==> src/rtl/w_mem_access_ctrl_pkg.sv <==
// Shared definitions for the weight-memory access controller.
// The word width and address width are built up from the SRAM wrapper's
// physical organisation so that a change there propagates automatically.
// Also holds the controller state enum and the arbitration-winner enum.
package w_mem_pkg;

  // A word is formed by four 8-bit SRAM blocks side by side.
  localparam int BYTE_W          = 8;
  localparam int BLOCKS_PER_WORD = 4;

  // Word address = row (10) + column select (2) + bank (1) + block group (2).
  localparam int ROW_AW   = 10;
  localparam int COL_AW   = 2;
  localparam int BANK_AW  = 1;
  localparam int GROUP_AW = 2;

  localparam int DEF_DATA_W   = BLOCKS_PER_WORD * BYTE_W;
  localparam int DEF_ADDR_W   = ROW_AW + COL_AW + BANK_AW + GROUP_AW;
  localparam int DEF_CNT_W    = 16;
  localparam int DEF_STRIDE_W = 8;

  typedef enum logic [1:0] {
    IDLE   = 2'd0,
    STREAM = 2'd1,
    DRAIN  = 2'd2
  } ctrl_state_e;

  // Side that won the most recent read/write conflict.
  typedef enum logic {
    ARB_READ  = 1'b0,
    ARB_WRITE = 1'b1
  } arb_win_e;

endpackage

==> src/rtl/w_mem_access_ctrl_if.sv <==
// Bus bundle for w_mem_access_ctrl: burst control, loader write stream,
// PE-array output stream and the weight SRAM wrapper port pair.
//   master : the surroundings (sequencer, loader, PE array, SRAM wrapper)
//   slave  : the controller itself
interface w_mem_access_ctrl_if
  import w_mem_pkg::*;
#(
  parameter int DATA_W   = DEF_DATA_W,
  parameter int ADDR_W   = DEF_ADDR_W,
  parameter int CNT_W    = DEF_CNT_W,
  parameter int STRIDE_W = DEF_STRIDE_W
);

  // burst control
  logic                start;
  logic [ADDR_W-1:0]   base_addr;
  logic [CNT_W-1:0]    burst_len;
  logic [STRIDE_W-1:0] stride;
  logic                abort;
  logic                busy;
  logic                done;

  // loader write stream
  logic                ld_valid;
  logic [ADDR_W-1:0]   ld_addr;
  logic [DATA_W-1:0]   ld_data;
  logic                ld_ready;

  // PE-array read stream
  logic                out_valid;
  logic [DATA_W-1:0]   out_data;
  logic                out_ready;

  // SRAM wrapper
  logic                mem_rd_enable;
  logic [ADDR_W-1:0]   mem_rd_addr;
  logic [DATA_W-1:0]   mem_rd_data;
  logic                mem_wr_enable;
  logic [ADDR_W-1:0]   mem_wr_addr;
  logic [DATA_W-1:0]   mem_wr_data;

  modport master (
    output start, base_addr, burst_len, stride, abort,
    output ld_valid, ld_addr, ld_data,
    output out_ready,
    output mem_rd_data,
    input  busy, done, ld_ready, out_valid, out_data,
    input  mem_rd_enable, mem_rd_addr, mem_wr_enable, mem_wr_addr, mem_wr_data
  );

  modport slave (
    input  start, base_addr, burst_len, stride, abort,
    input  ld_valid, ld_addr, ld_data,
    input  out_ready,
    input  mem_rd_data,
    output busy, done, ld_ready, out_valid, out_data,
    output mem_rd_enable, mem_rd_addr, mem_wr_enable, mem_wr_addr, mem_wr_data
  );

endinterface

==> src/rtl/w_mem_skid_fifo.sv <==
// Two-entry output buffer between the SRAM read port and the PE array.
// Ports:
//   clk, reset          clock, async active-low reset
//   flush               empty the buffer (wins over push/pop)
//   push, push_data     write one word
//   pop                 consume the head word (ignored when empty)
//   valid, head, count  not-empty flag, head word, occupancy 0..2
// Push and pop in the same cycle are allowed, including when full.
module w_mem_skid_fifo
  import w_mem_pkg::*;
#(
  parameter int DATA_W = DEF_DATA_W
) (
  input  logic              clk,
  input  logic              reset,
  input  logic              flush,
  input  logic              push,
  input  logic [DATA_W-1:0] push_data,
  input  logic              pop,
  output logic              valid,
  output logic [DATA_W-1:0] head,
  output logic [1:0]        count
);

  logic [DATA_W-1:0] mem_q [2];
  logic              wr_ptr_q;
  logic              rd_ptr_q;
  logic [1:0]        count_q;
  logic              do_push;
  logic              do_pop;

  always_comb begin
    do_pop  = pop && (count_q != 2'd0);
    do_push = push && ((count_q != 2'd2) || do_pop);
  end

  always_ff @(posedge clk or negedge reset) begin
    if (!reset) begin
      mem_q[0] <= '0;
      mem_q[1] <= '0;
      wr_ptr_q <= 1'b0;
      rd_ptr_q <= 1'b0;
      count_q  <= 2'd0;
    end else if (flush) begin
      wr_ptr_q <= 1'b0;
      rd_ptr_q <= 1'b0;
      count_q  <= 2'd0;
    end else begin
      if (do_push) begin
        mem_q[wr_ptr_q] <= push_data;
        wr_ptr_q        <= ~wr_ptr_q;
      end
      if (do_pop) begin
        rd_ptr_q <= ~rd_ptr_q;
      end
      count_q <= count_q + {1'b0, do_push} - {1'b0, do_pop};
    end
  end

  assign valid = (count_q != 2'd0);
  assign head  = mem_q[rd_ptr_q];
  assign count = count_q;

endmodule

==> src/rtl/w_mem_access_ctrl.sv <==
// Weight-memory access controller. Shares the single-port-pair weight SRAM
// wrapper between the loader write stream and a strided read burst feeding
// the PE array through a 2-entry output buffer.
// Ports:
//   clk    clock
//   reset  async active-low reset
//   bus    w_mem_access_ctrl_if.slave: burst control (start/abort/busy/done),
//          loader stream (ld_*), PE stream (out_*), SRAM port pair (mem_*)
// Usage rule: the loader and the read burst must target disjoint address
// ranges while a burst runs; there is no read-after-write hazard check.
//
// state  | meaning
// IDLE   | no burst; accepts start
// STREAM | issuing reads while words remain and the buffer has room
// DRAIN  | all reads issued; waiting for the buffer to empty, then done
module w_mem_access_ctrl
  import w_mem_pkg::*;
#(
  parameter int DATA_W   = DEF_DATA_W,
  parameter int ADDR_W   = DEF_ADDR_W,
  parameter int CNT_W    = DEF_CNT_W,
  parameter int STRIDE_W = DEF_STRIDE_W
) (
  input  logic               clk,
  input  logic               reset,
  w_mem_access_ctrl_if.slave bus
);

  ctrl_state_e         state_q, state_d;
  logic [ADDR_W-1:0]   cur_addr_q, cur_addr_d;
  logic [CNT_W-1:0]    remaining_q, remaining_d;
  logic [STRIDE_W-1:0] stride_q, stride_d;
  logic                inflight_q;
  arb_win_e            rr_last_q;

  logic                abort_act;
  logic                rd_elig;
  logic                wr_elig;
  logic                conflict;
  logic                grant_rd;
  logic                grant_wr;
  logic                done_c;

  logic                fifo_push;
  logic                fifo_pop;
  logic                fifo_valid;
  logic [DATA_W-1:0]   fifo_head;
  logic [1:0]          fifo_count;
  logic [1:0]          pending;

  assign abort_act = bus.abort && (state_q != IDLE);

  // Words held or on their way, after this cycle's pop. Counting the pop
  // keeps one read per cycle going when the PE array never stalls.
  assign fifo_pop = fifo_valid && bus.out_ready;
  assign pending  = fifo_count + {1'b0, inflight_q} - {1'b0, fifo_pop};

  assign rd_elig = (state_q == STREAM) && (remaining_q != '0) &&
                   (pending < 2'd2) && !abort_act;
  // Gated by reset so the combinational write grant is also 0 in reset.
  assign wr_elig = bus.ld_valid && reset;

  // On a conflict the side that lost the previous conflict wins.
  assign conflict = rd_elig && wr_elig;
  assign grant_wr = wr_elig && (!rd_elig || (rr_last_q == ARB_READ));
  assign grant_rd = rd_elig && !grant_wr;

  // A read in flight during an abort still returns; it is simply not kept.
  assign fifo_push = inflight_q && !abort_act;

  always_comb begin
    state_d     = state_q;
    cur_addr_d  = cur_addr_q;
    remaining_d = remaining_q;
    stride_d    = stride_q;
    done_c      = 1'b0;
    case (state_q)
      IDLE: begin
        if (bus.start) begin
          cur_addr_d  = bus.base_addr;
          remaining_d = bus.burst_len;
          stride_d    = bus.stride;
          state_d     = (bus.burst_len == '0) ? DRAIN : STREAM;
        end
      end
      STREAM: begin
        if (abort_act) begin
          state_d = IDLE;
        end else if (grant_rd) begin
          cur_addr_d  = cur_addr_q + ADDR_W'(stride_q);
          remaining_d = remaining_q - CNT_W'(1);
          if (remaining_q == CNT_W'(1)) begin
            state_d = DRAIN;
          end
        end
      end
      DRAIN: begin
        if (abort_act) begin
          state_d = IDLE;
        end else if ((fifo_count == 2'd0) && !inflight_q) begin
          state_d = IDLE;
          done_c  = 1'b1;
        end
      end
      default: state_d = IDLE;
    endcase
  end

  always_ff @(posedge clk or negedge reset) begin
    if (!reset) begin
      state_q     <= IDLE;
      cur_addr_q  <= '0;
      remaining_q <= '0;
      stride_q    <= '0;
      inflight_q  <= 1'b0;
      rr_last_q   <= ARB_READ;
    end else begin
      state_q     <= state_d;
      cur_addr_q  <= cur_addr_d;
      remaining_q <= remaining_d;
      stride_q    <= stride_d;
      inflight_q  <= grant_rd;
      if (conflict) begin
        rr_last_q <= grant_wr ? ARB_WRITE : ARB_READ;
      end
    end
  end

  w_mem_skid_fifo #(.DATA_W(DATA_W)) u_fifo (
    .clk       (clk),
    .reset     (reset),
    .flush     (abort_act),
    .push      (fifo_push),
    .push_data (bus.mem_rd_data),
    .pop       (fifo_pop),
    .valid     (fifo_valid),
    .head      (fifo_head),
    .count     (fifo_count)
  );

  assign bus.busy          = (state_q != IDLE);
  assign bus.done          = done_c;
  assign bus.out_valid     = fifo_valid;
  assign bus.out_data      = fifo_head;
  assign bus.ld_ready      = grant_wr;
  assign bus.mem_rd_enable = grant_rd;
  assign bus.mem_rd_addr   = grant_rd ? cur_addr_q : '0;
  assign bus.mem_wr_enable = grant_wr;
  assign bus.mem_wr_addr   = grant_wr ? bus.ld_addr : '0;
  assign bus.mem_wr_data   = grant_wr ? bus.ld_data : '0;

endmodule
==> src/flat_wrapper.sv <==
// flat-port wrapper written by rule: the top's interface ports become plain ports
module w_mem_access_ctrl_flat import w_mem_pkg::*;
#(
  parameter int DATA_W   = DEF_DATA_W,
  parameter int ADDR_W   = DEF_ADDR_W,
  parameter int CNT_W    = DEF_CNT_W,
  parameter int STRIDE_W = DEF_STRIDE_W
)
  (clk, reset, bus_start, bus_base_addr, bus_burst_len, bus_stride, bus_abort, bus_ld_valid, bus_ld_addr, bus_ld_data, bus_out_ready, bus_mem_rd_data, bus_busy, bus_done, bus_ld_ready, bus_out_valid, bus_out_data, bus_mem_rd_enable, bus_mem_rd_addr, bus_mem_wr_enable, bus_mem_wr_addr, bus_mem_wr_data);
  w_mem_access_ctrl_if #(.DATA_W(DATA_W), .ADDR_W(ADDR_W), .CNT_W(CNT_W), .STRIDE_W(STRIDE_W)) bus_i ();
  input  logic clk;
  input  logic reset;
  input wire logic [$bits(bus_i.start)-1:0] bus_start;
  input wire logic [$bits(bus_i.base_addr)-1:0] bus_base_addr;
  input wire logic [$bits(bus_i.burst_len)-1:0] bus_burst_len;
  input wire logic [$bits(bus_i.stride)-1:0] bus_stride;
  input wire logic [$bits(bus_i.abort)-1:0] bus_abort;
  input wire logic [$bits(bus_i.ld_valid)-1:0] bus_ld_valid;
  input wire logic [$bits(bus_i.ld_addr)-1:0] bus_ld_addr;
  input wire logic [$bits(bus_i.ld_data)-1:0] bus_ld_data;
  input wire logic [$bits(bus_i.out_ready)-1:0] bus_out_ready;
  input wire logic [$bits(bus_i.mem_rd_data)-1:0] bus_mem_rd_data;
  output wire logic [$bits(bus_i.busy)-1:0] bus_busy;
  output wire logic [$bits(bus_i.done)-1:0] bus_done;
  output wire logic [$bits(bus_i.ld_ready)-1:0] bus_ld_ready;
  output wire logic [$bits(bus_i.out_valid)-1:0] bus_out_valid;
  output wire logic [$bits(bus_i.out_data)-1:0] bus_out_data;
  output wire logic [$bits(bus_i.mem_rd_enable)-1:0] bus_mem_rd_enable;
  output wire logic [$bits(bus_i.mem_rd_addr)-1:0] bus_mem_rd_addr;
  output wire logic [$bits(bus_i.mem_wr_enable)-1:0] bus_mem_wr_enable;
  output wire logic [$bits(bus_i.mem_wr_addr)-1:0] bus_mem_wr_addr;
  output wire logic [$bits(bus_i.mem_wr_data)-1:0] bus_mem_wr_data;
  assign bus_i.start = bus_start;
  assign bus_i.base_addr = bus_base_addr;
  assign bus_i.burst_len = bus_burst_len;
  assign bus_i.stride = bus_stride;
  assign bus_i.abort = bus_abort;
  assign bus_i.ld_valid = bus_ld_valid;
  assign bus_i.ld_addr = bus_ld_addr;
  assign bus_i.ld_data = bus_ld_data;
  assign bus_i.out_ready = bus_out_ready;
  assign bus_i.mem_rd_data = bus_mem_rd_data;
  assign bus_busy = bus_i.busy;
  assign bus_done = bus_i.done;
  assign bus_ld_ready = bus_i.ld_ready;
  assign bus_out_valid = bus_i.out_valid;
  assign bus_out_data = bus_i.out_data;
  assign bus_mem_rd_enable = bus_i.mem_rd_enable;
  assign bus_mem_rd_addr = bus_i.mem_rd_addr;
  assign bus_mem_wr_enable = bus_i.mem_wr_enable;
  assign bus_mem_wr_addr = bus_i.mem_wr_addr;
  assign bus_mem_wr_data = bus_i.mem_wr_data;
  w_mem_access_ctrl #(.DATA_W(DATA_W), .ADDR_W(ADDR_W), .CNT_W(CNT_W), .STRIDE_W(STRIDE_W)) u_core (.clk(clk), .reset(reset), .bus(bus_i));
endmodule
==> config.mk <==
export PLATFORM = sky130hd
export DESIGN_NAME = w_mem_access_ctrl_flat
export DESIGN_NICKNAME = d
export VERILOG_FILES = /design/src/rtl/w_mem_access_ctrl_pkg.sv /design/src/rtl/w_mem_access_ctrl_if.sv /design/src/rtl/w_mem_skid_fifo.sv /design/src/rtl/w_mem_access_ctrl.sv /design/src/flat_wrapper.sv
export SDC_FILE = /design/constraint.sdc
export NUM_CORES = 1
export LEC_CHECK = 0
export ABC_AREA = 1
export ABC_CLOCK_PERIOD_IN_PS = 4800
export BUFFER_PORTS_ARGS = -buffer_cell sky130_fd_sc_hd__buf_2
export CAP_MARGIN = 30
export CORE_MARGIN = 2
export CORE_UTILIZATION = 55
export DETAILED_ROUTE_END_ITERATION = 7
export HOLD_SLACK_MARGIN = 0.12
export PLACE_DENSITY_LB_ADDON = 0.3
export SLEW_MARGIN = 5
export SYNTH_ARGS = -nofsm -noshare
export SYNTH_HDL_FRONTEND = slang
export SYNTH_SLANG_ARGS = --single-unit
==> constraint.sdc <==
create_clock -name clk -period 4.8 [get_ports clk]
set_input_delay 0.48 -clock clk [delete_from_list [all_inputs] [get_ports clk]]
set_output_delay 0.48 -clock clk [all_outputs]
set_load 0.05 [all_outputs]
==> flow_metrics.env <==
export IMPL_outcome="finished, final reports clean"
export IMPL_min_path_type="input port to flip-flop"
export IMPL_ys_ff_latch=111
export IMPL_max_slew_margin=0.374
export IMPL_hold_start="bus_stride[6]"
export IMPL_worstSkewPairLatency_ps=360
export IMPL_ant_nets=0
export IMPL_rr_startpoint="u_core.u_fifo.count[1]"
export IMPL_synth_area_sq_mm=0.00674
export IMPL_cts_root_buf="clkbuf_16"
export IMPL_seq_area_sq_mm=0.00278
export IMPL_die_w_um=115
export IMPL_antenna_found_initial=2
export IMPL_fin_crit_ps=3090
export IMPL_yosysUniqueCellTypes=34
export IMPL_syn_nets=1120
export IMPL_grt_max_degree=53
export IMPL_core_sq_mm=0.0120
export IMPL_final_cell_area_sq_mm=0.00827
export IMPL_initial_utilization=0.561
export IMPL_clock_fmax_mhz=324
export IMPL_hpwl_mm=13.1
export IMPL_rows=40
export IMPL_die_h_um=115
export IMPL_fin_ws_ps=1710
export IMPL_power_density_mw_per_mm2=695
export IMPL_gp_congestion=0.899
export IMPL_numCtsBuffers=9
export IMPL_io_buffers=223
export IMPL_fin_crit_sh=0.644
export IMPL_cp_start_kind="input port"
export IMPL_place_inst=1319
export IMPL_finClkSkew_ps=12.2
export IMPL_die_area_sq_mm=0.0132
export IMPL_yosys_top_cells_area="dfrtp_1 (41%), nand2_1 (18%), inv_1 (9.0%), nor2_1 (6.2%), o21ai_0 (4.8%)"
export IMPL_cts_buffer_depth=2
export IMPL_fillers=1079
export IMPL_multiInputGateArea_sq_mm=0.00312
export IMPL_dp_slack_ps=1610
export IMPL_worstPathArrival_ps=2610
export IMPL_synth_warnings=0
export IMPL_post_cts_repair_setup_buffers=0
export IMPL_cts_tree="built"
export IMPL_yosys_area_top_type="dfrtp_1"
export IMPL_drt_iter0_drc=459
export IMPL_maxCapViolations=0
export IMPL_worstSetupPathType="input port to output port"
export IMPL_fin_hold_ws_ps=349
export IMPL_vias_per_cell=4.96
export IMPL_leakagePower_nw=4.97
export IMPL_drive_gt1_frac=0.243
export IMPL_synth_top_area_frac=0.412
export IMPL_htree_levels=3
export IMPL_io_pins=224
export IMPL_worst_slew_pin_slew_ps=938
export IMPL_grt_pass1_vias=6109
export IMPL_tns_ps=0
export IMPL_placed_area_sq_mm=0.00790
export IMPL_fin_cells=1339
export IMPL_endpoint_kind="output port"
export IMPL_clkTransAtPathRegs_ps=80
export IMPL_rsz0062_at_grt="no"
export IMPL_hold_violations=0
export IMPL_cp_max_fo=28
export IMPL_setup_violations_final=0
export IMPL_grt_use_total=0.277
export IMPL_wl_per_cell_um=13.4
export IMPL_synth_cells=982
export IMPL_crit_start="reset"
export IMPL_synth_avg_cell_area_sq_um=6.87
export IMPL_grt_pass1_wl_mm=28.8
export IMPL_yosysSeqAreaShare=0.412
export IMPL_vdd_drop_max_mv=0.468
export IMPL_wirelength_mm=17.9
export IMPL_dr_total_vias=6647
export IMPL_synthToLayoutAreaGrowth_pct=22.6
export IMPL_route_detailed_drc=0
export IMPL_drv_slew=0
export IMPL_finish_net_count=1323
export IMPL_cts_resized=0
export IMPL_cts_num_sinks=111
export IMPL_grt_overflow=0
export IMPL_first_pass_iters=5
export IMPL_required_ps=4320
-- synthesized netlist by cell type (all sizes together) --
cell     instances
clkbuf          22
nand3           51
nand2          334
nand4            5
nor4             1
buf             17
o21bai           1
ha              13
or2              7
mux2             7
o21ai          106
nor3             2
xnor2            3
a21oi           11
o2bb2ai          1
o211ai           1
inv            164
xor2             5
nand3b           1
o31ai            1
dfrtp          111
nor2           117
fa               1
-- metrics by stage --
step                 util  total power [mW]
floorplan               -              4.22
global placement    0.653              4.81
detailed placement  0.657              4.91
CTS                 0.686              5.75
global route        0.688              6.23
finish              0.688              5.74
-- critical path, stage by stage --
cell and delay, ps:
dlygate4sd3_1 530, buf_4 340, nand2_1 200, o211ai_4 580
inv_1 200, buf_2 260
-- cell usage in the layout, fill, tap and decap left out, types with 2 or more instances in the layout --
| master | n |
|---|---|
| diode_2 | 2 |
| o21ai_2 | 13 |
| nand3_1 | 50 |
| a21oi_1 | 11 |
| buf_4 | 5 |
| buf_2 | 222 |
| o21ai_0 | 64 |
| nand2_1 | 328 |
| nand2_2 | 5 |
| ha_1 | 13 |
| clkinv_8 | 3 |
| o21ai_1 | 28 |
| nor2_1 | 112 |
| clkbuf_16 | 9 |
| buf_12 | 2 |
| nor3_1 | 2 |
| or2_2 | 7 |
| xor2_1 | 5 |
| dfrtp_1 | 111 |
| inv_6 | 3 |
| nor2_2 | 3 |
| xnor2_1 | 3 |
| nand4_1 | 5 |
| mux2_2 | 7 |
| inv_1 | 162 |
| nor2_4 | 2 |
-- what timing repair did --
item,4_1_cts,5_1_grt
endpoints found under the hold margin,25,0
hold buffers,1,0
setup endpoints to repair,0,0
-- metal layers --
metal	routed length, um	track usage
met5	0	0
met4	466	0.0964
met1	7350	0.342
met3	1180	0.0540
met2	8900	0.488
-- area by class of cell --
class / count / share of cell area
timing repair buffer: 231 / 0.148
clock inverter: 6 / 0.0117
sequential: 111 / 0.336
inverter: 164 / 0.0751
multi-input combinational: 668 / 0.377
antenna: 2 / 0.000606
clock buffer: 10 / 0.0289
tap: 147 / 0.0223
-- registers in the layout (all words and copies together), names as in the netlist --
signal and count:
u_core.inflight_q 1, u_core.u_fifo.mem_q 64, u_core.cur_addr_q 15, u_core.remaining_q 16, u_core.u_fifo.wr_ptr_q 1, u_core.u_fifo.rd_ptr_q 1, u_core.rr_last_q 1, u_core.stride_q 8
u_core.u_fifo.count 2, u_core.state_q 2
-- power breakdown --
group | switching (mW) | internal [mW]
Combinational | 2.30 | 0.949
Sequential | 0.301 | 1.38
Clock | 0.380 | 0.437
-- worst paths after layout --
check | cells past startpoint | slack, ps | to
hold reg to reg | 2 | 480 | u_core.u_fifo.mem_q[49]
max in group asynchronous | 3 | 3260 | u_core.u_fifo.rd_ptr_q
min in group asynchronous | 2 | 570 | u_core.stride_q[5]
setup reg to reg | 13 | 2070 | u_core.remaining_q[11]
setup / recovery | 6 | 1710 | bus_mem_rd_enable
hold / removal | 2 | 350 | u_core.stride_q[6]
-- cell families after synthesis --
family	Yosys count	synth area share
buffers and inverters	203	0.128
adders and majority gates	14	0.0271
AOI/OAI and AO/OA	121	0.101
xor gates and xnor gates	8	0.0104
and+or+nand+nor	518	0.310
DFF	111	0.412
muxes	7	0.0117
No activity file was read; power rests on OpenSTA's default activity.
